**config.mk**
```make
export PLATFORM = sky130hd
export DESIGN_NAME = servo_pwm_flat
export DESIGN_NICKNAME = d
export VERILOG_FILES = /design/src/rtl/servo_pwm_if.sv /design/src/rtl/servo_pwm.sv /design/src/flat_wrapper.sv
export SDC_FILE = /design/constraint.sdc
export NUM_CORES = 1
export LEC_CHECK = 0
export CAP_MARGIN = 20
export CORE_ASPECT_RATIO = 1.5
export CORE_MARGIN = 2
export CORE_UTILIZATION = 40
export CTS_CLUSTER_SIZE = 28
export DETAILED_ROUTE_END_ITERATION = 12
export HOLD_SLACK_MARGIN = 0.15
export PLACE_DENSITY = 0.55
export SLEW_MARGIN = 5
export SYNTH_ARGS = -nofsm -noshare
export SYNTH_HDL_FRONTEND = slang
export SYNTH_SLANG_ARGS = --single-unit
```
**constraint.sdc**
```tcl
create_clock -name clk -period 8.2 [get_ports clk]
set_input_delay 1.64 -clock clk [delete_from_list [all_inputs] [get_ports clk]]
set_output_delay 1.64 -clock clk [all_outputs]
set_load 0.1 [all_outputs]
```
**src/rtl/servo_pwm_if.sv**
```systemverilog
`default_nettype none
// +----------------------------------------------------------------------+
// | servo_pwm_if : angle command in, servo pulse and status out          |
// | Revision     : 1.0                                                    |
// +----------------------------------------------------------------------+
interface servo_pwm_if;
  logic [9:0] angle;
  logic       en;
  logic       pwm;
  logic [7:0] cur_angle;
  logic       settled;

  modport master (output angle, en, input pwm, cur_angle, settled);
  modport slave  (input angle, en, output pwm, cur_angle, settled);
endinterface
`default_nettype wire

```
**src/rtl/servo_pwm.sv**
```systemverilog
`default_nettype none
// +----------------------------------------------------------------------+
// | servo_pwm : slew-limited angle command to hobby-servo PWM frame      |
// | Revision  : 1.0                                                       |
// +----------------------------------------------------------------------+
module servo_pwm #(
  parameter int PERIOD_CYCLES = 960000,
  parameter int MIN_PULSE     = 48000,
  parameter int TICKS_PER_DEG = 266,
  parameter int SLEW_DEG      = 6,
  parameter int RESET_ANGLE   = 180
) (
  input  wire logic  clk,
  input  wire logic  reset,
  servo_pwm_if.slave bus
);

  localparam logic [0:0]  c_ST_PULSE    = 1'b0;
  localparam logic [0:0]  c_ST_GAP      = 1'b1;
  localparam logic [19:0] c_PERIOD_M1   = 20'(PERIOD_CYCLES - 1);
  localparam logic [19:0] c_MIN_PULSE   = 20'(MIN_PULSE);
  localparam logic [19:0] c_TICKS       = 20'(TICKS_PER_DEG);
  localparam logic [7:0]  c_MAX_ANGLE   = 8'd180;
  localparam logic [7:0]  c_RESET_ANGLE = 8'(RESET_ANGLE);
  localparam logic [19:0] c_RESET_PW    = 20'(MIN_PULSE + RESET_ANGLE * TICKS_PER_DEG);
  // Any slew of a full sweep or more degenerates to an immediate jump.
  localparam logic [7:0]  c_SLEW        = 8'((SLEW_DEG > 180) ? 180 : SLEW_DEG);

  logic [19:0] r_count;
  logic [7:0]  r_cur;
  logic        r_en;
  logic        r_settled;
  logic [19:0] r_pw;
  logic [0:0]  r_state;
  logic        r_pwm;

  logic        w_wrap;
  logic [7:0]  w_target_next;
  logic [7:0]  w_cur_next;
  logic [19:0] w_pw_next;
  logic [0:0]  w_state_next;
  logic        w_pwm_next;

  assign w_wrap        = (r_count == c_PERIOD_M1);
  assign w_target_next = (bus.angle > 10'd180) ? c_MAX_ANGLE : bus.angle[7:0];
  assign w_pw_next     = c_MIN_PULSE + 20'(w_cur_next) * c_TICKS;

  // Subtractions are ordered so they never wrap; stepping only happens when
  // the gap exceeds the slew, so cur +/- slew stays strictly inside 0..180.
  always_comb begin
    w_cur_next = w_target_next;
    if (w_target_next > r_cur) begin
      if ((w_target_next - r_cur) > c_SLEW) begin
        w_cur_next = r_cur + c_SLEW;
      end
    end else if ((r_cur - w_target_next) > c_SLEW) begin
      w_cur_next = r_cur - c_SLEW;
    end
  end

  always_ff @(posedge clk or posedge reset) begin
    if (reset) begin
      r_count   <= 20'd0;
      r_cur     <= c_RESET_ANGLE;
      r_en      <= 1'b1;
      r_settled <= 1'b1;
      r_pw      <= c_RESET_PW;
    end else if (w_wrap) begin
      r_count   <= 20'd0;
      r_cur     <= w_cur_next;
      r_en      <= bus.en;
      r_settled <= (w_cur_next == w_target_next);
      r_pw      <= w_pw_next;
    end else begin
      r_count   <= r_count + 20'd1;
    end
  end

  // State tracks "counter < pulse_width && en latched" for the current count.
  always_ff @(posedge clk or posedge reset) begin
    if (reset) begin
      r_state <= c_ST_PULSE;
    end else begin
      r_state <= w_state_next;
    end
  end

  always_comb begin
    w_state_next = r_state;
    if (w_wrap) begin
      w_state_next = bus.en ? c_ST_PULSE : c_ST_GAP;
    end else if ((r_state == c_ST_PULSE) && ((r_count + 20'd1) >= r_pw)) begin
      w_state_next = c_ST_GAP;
    end
  end

  always_comb begin
    w_pwm_next = (r_state == c_ST_PULSE);
  end

  always_ff @(posedge clk or posedge reset) begin
    if (reset) begin
      r_pwm <= 1'b0;
    end else begin
      r_pwm <= w_pwm_next;
    end
  end

  assign bus.pwm       = r_pwm;
  assign bus.cur_angle = r_cur;
  assign bus.settled   = r_settled;

endmodule
`default_nettype wire
```
**src/flat_wrapper.sv**
```systemverilog
// flat-port wrapper written by rule: the top's interface ports become plain ports
module servo_pwm_flat 
#(
  parameter int PERIOD_CYCLES = 960000,
  parameter int MIN_PULSE     = 48000,
  parameter int TICKS_PER_DEG = 266,
  parameter int SLEW_DEG      = 6,
  parameter int RESET_ANGLE   = 180
)
  (clk, reset, bus_angle, bus_en, bus_pwm, bus_cur_angle, bus_settled);
  servo_pwm_if bus_i ();
  input  wire logic clk;
  input  wire logic reset;
  input wire logic [$bits(bus_i.angle)-1:0] bus_angle;
  input wire logic [$bits(bus_i.en)-1:0] bus_en;
  output wire logic [$bits(bus_i.pwm)-1:0] bus_pwm;
  output wire logic [$bits(bus_i.cur_angle)-1:0] bus_cur_angle;
  output wire logic [$bits(bus_i.settled)-1:0] bus_settled;
  assign bus_i.angle = bus_angle;
  assign bus_i.en = bus_en;
  assign bus_pwm = bus_i.pwm;
  assign bus_cur_angle = bus_i.cur_angle;
  assign bus_settled = bus_i.settled;
  servo_pwm #(.PERIOD_CYCLES(PERIOD_CYCLES), .MIN_PULSE(MIN_PULSE), .TICKS_PER_DEG(TICKS_PER_DEG), .SLEW_DEG(SLEW_DEG), .RESET_ANGLE(RESET_ANGLE)) u_core (.clk(clk), .reset(reset), .bus(bus_i));
endmodule
```
==> results of run 1 <==
Yosys cell counts, types with 7 or more instances:
cell,count,share of area
and3_1,11,0.014
inv_1,41,0.031
o31ai_1,9,0.014
xor2_1,20,0.036
dfstp_2,13,0.070
o21ai_1,9,0.0092
dfrtp_1,33,0.17
and2_1,13,0.017
ha_1,64,0.16
nand2_1,48,0.037
o21ai_0,31,0.032
nand3_1,18,0.018
a21o_1,17,0.026
a211oi_1,7,0.011
clkbuf_1,7,0.0054
nor2_1,16,0.012
nor3_1,11,0.011
o211ai_1,7,0.011
xnor2_1,40,0.072
a21oi_1,15,0.015
power groups by stage:
stage / Combinational [mW] / Clock, mW / Sequential (mW)
global route: 0.148 / 0.220 / 0.227
CTS: 0.121 / 0.213 / 0.227
global placement: 0.115 / 0 / 0.231
finish: 0.135 / 0.206 / 0.227
detailed placement: 0.117 / 0 / 0.231
floorplan: 0.0592 / 0 / 0.231
sequential cells by signal, indices dropped and copies added, names as in the netlist:
name                  cells
u_core.r_count           20
u_core.r_pw              15
u_core.bus.pwm            1
u_core.bus.settled        1
u_core.bus.cur_angle      8
u_core.r_state            1
repair_timing:
item | in CTS | in global routing
resized for setup | 27 | 45
setup endpoints to repair | 3 | 5
setup buffers | 8 | 8
hold buffers | 0 | 0
pin swaps | 7 | 24
cloned | 0 | 0
worst max path at each step:
stage / cells after the start / start / endpoint / slack [ns]
6_report: 31 / bus_angle[4] / u_core.r_pw[15] / 0.28
2_1_floorplan: 26 / bus_angle[8] / u_core.r_pw[15] / 0.03
3_3_place_gp: 28 / bus_angle[9] / u_core.r_pw[15] / -0.52
3_5_place_dp: 28 / bus_angle[9] / u_core.r_pw[15] / -0.65
4_1_cts: 27 / bus_angle[3] / u_core.r_pw[16] / 0.0001
5_1_grt: 31 / bus_angle[4] / u_core.r_pw[15] / -0.01
metal layers:
| layer | vias up | track usage |
|---|---|---|
| met2 | 98 | 0.415 |
| met1 | 2193 | 0.225 |
| li1 | 2246 | - |
| met4 | 0 | 0.112 |
| met5 | - | 0 |
| met3 | 41 | 0.0206 |
placed cells by master, fill, tap and decap left out, types with 4 or more instances in the layout:
cell | netlist | final
buf_4 | 3 | 115
ha_1 | 64 | 48
nand2_1 | 48 | 47
inv_1 | 41 | 40
xnor2_1 | 40 | 39
dfrtp_1 | 33 | 33
o21ai_0 | 31 | 28
xor2_1 | 20 | 19
nand3_1 | 18 | 17
a21o_1 | 17 | 16
clkdlybuf4s50_1 | 0 | 16
nor2_1 | 16 | 15
a21oi_1 | 15 | 14
ha_4 | 0 | 14
and2_1 | 13 | 13
dfstp_2 | 13 | 13
o21ai_1 | 9 | 12
and3_1 | 11 | 11
nor3_1 | 11 | 10
o31ai_1 | 9 | 9
o211ai_1 | 7 | 7
a211oi_1 | 7 | 5
clkbuf_16 | 0 | 5
a21oi_2 | 3 | 4
o21a_1 | 4 | 4
o2111ai_1 | 4 | 4
a2111oi_4 | 0 | 4
buf_6 | 5 | 4
cell families (layout without fill, tap and decap cells):
kind of cell | after synthesis | in the layout | synth area share
compound gates | 147 | 147 | 0.216
xor+xnor | 61 | 61 | 0.111
fa+ha+maj | 67 | 67 | 0.174
buf+inv | 61 | 193 | 0.0593
flops | 46 | 46 | 0.239
mux | 11 | 11 | 0.0263
simple gates | 153 | 153 | 0.175
layout make-up:
cell class,instances,area (um^2)
fill,1092,5290
sequential,46,1170
clock buffer,8,146
timing repair buffer,143,1170
multi-input combinational,439,3830
tap,153,191
inverter,42,158
per-stage QoR:
stage	setup TNS, ns	cells	instance area, um^2	hold slack [ns]	power, mW
2_1_floorplan	0	546	4890	0.396	0.290
3_3_place_gp	-1.34	805	5950	0.416	0.347
3_5_place_dp	-2.19	805	5950	0.426	0.348
4_1_cts	0	821	6250	0.434	0.561
5_1_grt	-0.0126	831	6660	0.441	0.595
6_report	0	831	6660	0.427	0.569
worst max-delay path, delay by kind of cell:
kind            cells  cell delay [ns]
fa+ha+maj           5             1.20
simple gates        6             0.91
buf+inv             5             1.03
compound gates     11             2.40
xor+xnor            2             0.39
mux                 2             0.54
==> out/summary.txt, run 1 <==
Reg2Reg Capture Point = u_core.r_pw[15]
minimum clock period = 7.92 ns
dpl hpwl = 10.9 mm
crit path max fanout = 5
antenna violations before repair = 0
Post-Syn Area per Cell = 8.96 um^2
FP Rows = 49
Clk pin slew, worst setup/hold paths = 0.06 ns
WL met1 = 5.34 mm
Total Routing Usage GR = 0.216
max-cap violations = 0
DR WL/cell = 17.1 um
clk sinks = 46
CTS tree = yes
PwrDens = 85.4 nW/um^2
register area share after synthesis = 0.239
Ys Warns = 0
clk_lat worst skew = 0.29 ns
Vert. Die Dim = 139 um
clk root buf = clkbuf_16
final setup margin = 0.277 ns
Slew Viols, Final = 0
Place WS = -0.645 ns
syn nets = 625
Crit path top cell by count = ha_1
slew margin rel. = 0.320
Setup Crit Path Kind = in -> reg
Min-Delay Path Depth = 1
GPL Wtd Cong = 0.935
Initial DRC Count = 139
final net count = 756
CTS buffer count = 5
CP required = 8.41 ns
IO buf count = 22
Final Hold Fails = 0
Max Used Layer = met4
Int Pwr = 0.420 mW
Peak Freq = 126 MHz
met2 WL post-DR = 7.74 mm
startpoint type of the worst setup path = input pin
core area = 12,000 um^2
status = completed
worst hold endpoint = u_core.bus.pwm
Leak = 3.29 nW
Critical Path AT = 8.13 ns
Max VDD drop = 124 uV
I/O pin cnt = 23
final WL = 14.2 mm
R2R Setup Slk = 1.81 ns
main flop type after synthesis = dfrtp_1
vias in the first global route = 4,778
worst reg2reg path startpoint = u_core.bus.cur_angle[1]
Worst Reg-to-Reg Cells = 25
pin count of the biggest net entering global routing = 47
Tightest Hold Check Type = reg -> reg
H-tree levels = 2
die area = 13,100 um^2
Worst path slowest cell = clkdlybuf4s50_1
Area growth, synth to finish = 36.2%
share of post-route cells with drive strength above 1 = 0.308
Sw Ratio = 0.262
Flop pwr share = 0.400
grt ovf = 0
Vias/cell = 5.51
Detailed Routing Iterations Pass 1 = 5
Setup-failing EPs final = 0
chip width = 94.3 um
cell area after synthesis = 4890 um^2
critical path endpoint category = flip-flop
drt drc = 0
starting density of the core = 0.409
Unique masters post-synth = 83
Synth Register Bits = 46
Hold Crit Start = u_core.r_state
pin slew with the least headroom to its limit = 1.02 ns
period utilisation layout = 0.966
CP max stage delay = 0.48 ns
Cells after Synth = 546
Comb pwr share = 0.238
Post-synth EDFFs = 0
share of flip-flops with an asynchronous set or reset = 1.00
# diodes = 0
post-route ant nets = 0
vias = 4,578
Sw Pwr = 0.149 mW
Fin Clk Skew = 0.00551 ns
clock buffer depth = 2
met3 WL = 330 um
first-pass GRT wire length = 22.7 mm
Core Util, Final = 0.557
Clk pwr share = 0.363
Note: power is estimated with default switching activity, not from simulation.
==> run 2, diff against run 1 <==
- CORE_ASPECT_RATIO: 1.5 -> 0.5
- DONT_BUFFER_PORTS: not set -> 1
- PLACE_DENSITY: 0.55 -> 0.52
==> run 2 against run 1 <==
Effect of this change:
- hold slack improved by 0.025 ns
- sequential power about the same
- combinational power down 35%
- total power fell by 4.3%
- core utilization down 9.0 points
- highest routed layer unchanged
==> out/summary.txt, run 2 (synthesized netlist as in run 1, its figures left out) <==
max-cap violations = 0 (unchanged)
crit path max fanout = 6 (was 5)
Reg2Reg Capture Point = u_core.r_pw[15] (unchanged)
IO buf count = 0 (was 22)
critical path endpoint category = flip-flop (unchanged)
Post-DP Area = 5310 um^2 (was 5950 um^2)
finished layout cell area = 5550 um^2 (was 6660 um^2)
Peak Freq = 128 MHz (was 126 MHz)
worst reg2reg path startpoint = u_core.bus.cur_angle[4] (was u_core.bus.cur_angle[1])
RSZ-0062 raised after global routing = no
filler cell count = 1,174 (was 1,092)
Leak = 2.78 nW (was 3.29 nW)
Setup Crit Path Kind = in -> reg (unchanged)
Tightest Hold Check Type = reg -> reg (unchanged)
clk root buf = clkbuf_16 (unchanged)
Fin Clk Skew = 0.00706 ns (was 0.00551 ns)
Setup-failing EPs final = 0 (unchanged)
slew margin rel. = 0.420 (was 0.320)
Tot Pwr = 0.544 mW (was 0.569 mW)
Top reg by flops = u_core.r_count (unchanged)
commonest non-fill, non-tap cells in the layout = ha_1, nand2_1, buf_4 (was buf_4, ha_1, nand2_1)
Critical Path AT = 7.96 ns (was 8.13 ns)
GPL Wtd Cong = 0.849 (was 0.935)
critical path capture point = u_core.r_pw[15] (unchanged)
final WL = 12.2 mm (was 14.2 mm)
Multi-input gate area = 3470 um^2 (was 3830 um^2)
I/O pin cnt = 23 (unchanged)
core area = 11,900 um^2 (was 12,000 um^2)
die area = 13,200 um^2 (was 13,100 um^2)
Worst Reg-to-Reg Cells = 26 (was 25)
Slew Viols, Final = 0 (unchanged)
pin slew with the least headroom to its limit = 0.871 ns (was 1.02 ns)
status = completed (unchanged)
Vert. Die Dim = 82.2 um (was 139 um)
vias = 4,077 (was 4,578)
R2R Setup Slk = 1.07 ns (was 1.81 ns)
grt ovf = 0 (unchanged)
startpoint type of the worst setup path = input pin (unchanged)
starting density of the core = 0.412 (was 0.409)
Worst Setup SP = bus_angle[8] (was bus_angle[4])
CTS buffer count = 5 (unchanged)
clock buffer depth = 2 (unchanged)
total negative slack = 0 ns (unchanged)
antenna violations before repair = 0 (unchanged)
dpl hpwl = 9.65 mm (was 10.9 mm)
vias in the first global route = 4,050 (was 4,778)
max FFs per register = 20 (unchanged)
period utilisation layout = 0.950 (was 0.966)
Max VDD drop = 75.0 uV (was 124 uV)
clk_lat worst skew = 0.28 ns (was 0.29 ns)
Detailed Routing Iterations Pass 1 = 4 (was 5)
Total Routing Usage GR = 0.195 (was 0.216)
H-tree levels = 2 (unchanged)
final net count = 660 (was 756)
chip width = 160 um (was 94.3 um)
Post-CTS Hold Fix Bufs = 0 (unchanged)
post-route ant nets = 0 (unchanged)
FP Rows = 28 (was 49)
pin count of the biggest net entering global routing = 47 (unchanged)
Final Hold Fails = 0 (unchanged)
Area growth, synth to finish = 13.5% (was 36.2%)
DR WL/cell = 16.4 um (was 17.1 um)
Clk pin slew, worst setup/hold paths = 0.07 ns (was 0.06 ns)
most common cell after layout, fill and taps aside = ha_1 (was buf_4)
first-pass GRT wire length = 20.4 mm (was 22.7 mm)
Initial DRC Count = 190 (was 139)
Vias/cell = 5.46 (was 5.51)
clk sinks = 46 (unchanged)
CTS tree = yes (unchanged)
PwrDens = 98.0 nW/um^2 (was 85.4 nW/um^2)
share of post-route cells with drive strength above 1 = 0.179 (was 0.308)
register area = 1170 um^2 (unchanged)
minimum clock period = 7.79 ns (was 7.92 ns)
drt drc = 0 (unchanged)
# diodes = 0 (unchanged)
CP required = 8.37 ns (was 8.41 ns)
hold slack = 0.452 ns (was 0.427 ns)
## run 2: final cells by class
type / count / share of cell area
clock buffers: 7 / 0.0239
flip-flops and latches: 46 / 0.210
inverters: 42 / 0.0284
clock inverters: 1 / 0.00541
multi-input cells: 439 / 0.625
well taps: 165 / 0.0372
repair buffers: 47 / 0.0694
## run 2: stage by stage
stage,utilization,worst slack [ns],instances
final,0.467,0.411,747
after global routing,0.467,0.0353,747
after CTS,0.460,0.200,744
after detailed placement,0.447,-0.0693,736
after global placement,0.445,-0.0953,735
after floorplan,-,0.0343,546
## run 2: worst max-delay path, cell delays in order
cell       delay [ns]
nor3_2           0.26
buf_4            0.18
nand2_1          0.16
inv_1            0.13
ha_1             0.25
and3_1           0.29
o211a_1          0.17
or4_1            0.50
a211oi_2         0.29
nand2_2          0.17
buf_12           0.18
mux2i_1          0.11
mux2_2           0.29
ha_1             0.28
ha_1             0.29
ha_1             0.22
fa_1             0.42
a21o_1           0.17
a21o_1           0.20
a2111o_1         0.41
o211ai_1         0.18
nand3_1          0.19
a2111oi_1        0.42
o221ai_1         0.20
o41ai_1          0.11
o31a_1           0.21
o31ai_2          0.06
## run 2: report_power, final
group / switching [mW] / internal [mW] / leakage, nW
sequential: 0 / 0.227 / 0.526
clock: 0.0841 / 0.144 / 0.0781
combinational: 0.0489 / 0.0395 / 2.17
## run 2: worst min path at each step
stage	cells past startpoint	end	slack [ns]	startpoint
after detailed placement	1	u_core.bus.pwm	0.45	u_core.r_state
final	1	u_core.bus.pwm	0.45	u_core.r_state
after CTS	1	u_core.bus.pwm	0.46	u_core.r_state
after global placement	1	u_core.bus.pwm	0.45	u_core.r_state
after global routing	1	u_core.bus.pwm	0.48	u_core.r_state
after floorplan	1	u_core.bus.pwm	0.40	u_core.r_state
## run 2: per-layer routing
layer,GRT usage,vias up,wire length [um]
met1,0.255,1962,5970
met4,0.0514,0,189
met3,0.0215,15,278
li1,-,2045,-
met5,0,-,0
met2,0.349,55,5790
## run 2: timing repair
action | CTS | global route
endpoints found under the setup margin | 0 | 3
endpoints found under the hold margin | 0 | 0
resized for setup | 0 | 14
setup buffers | 0 | 2
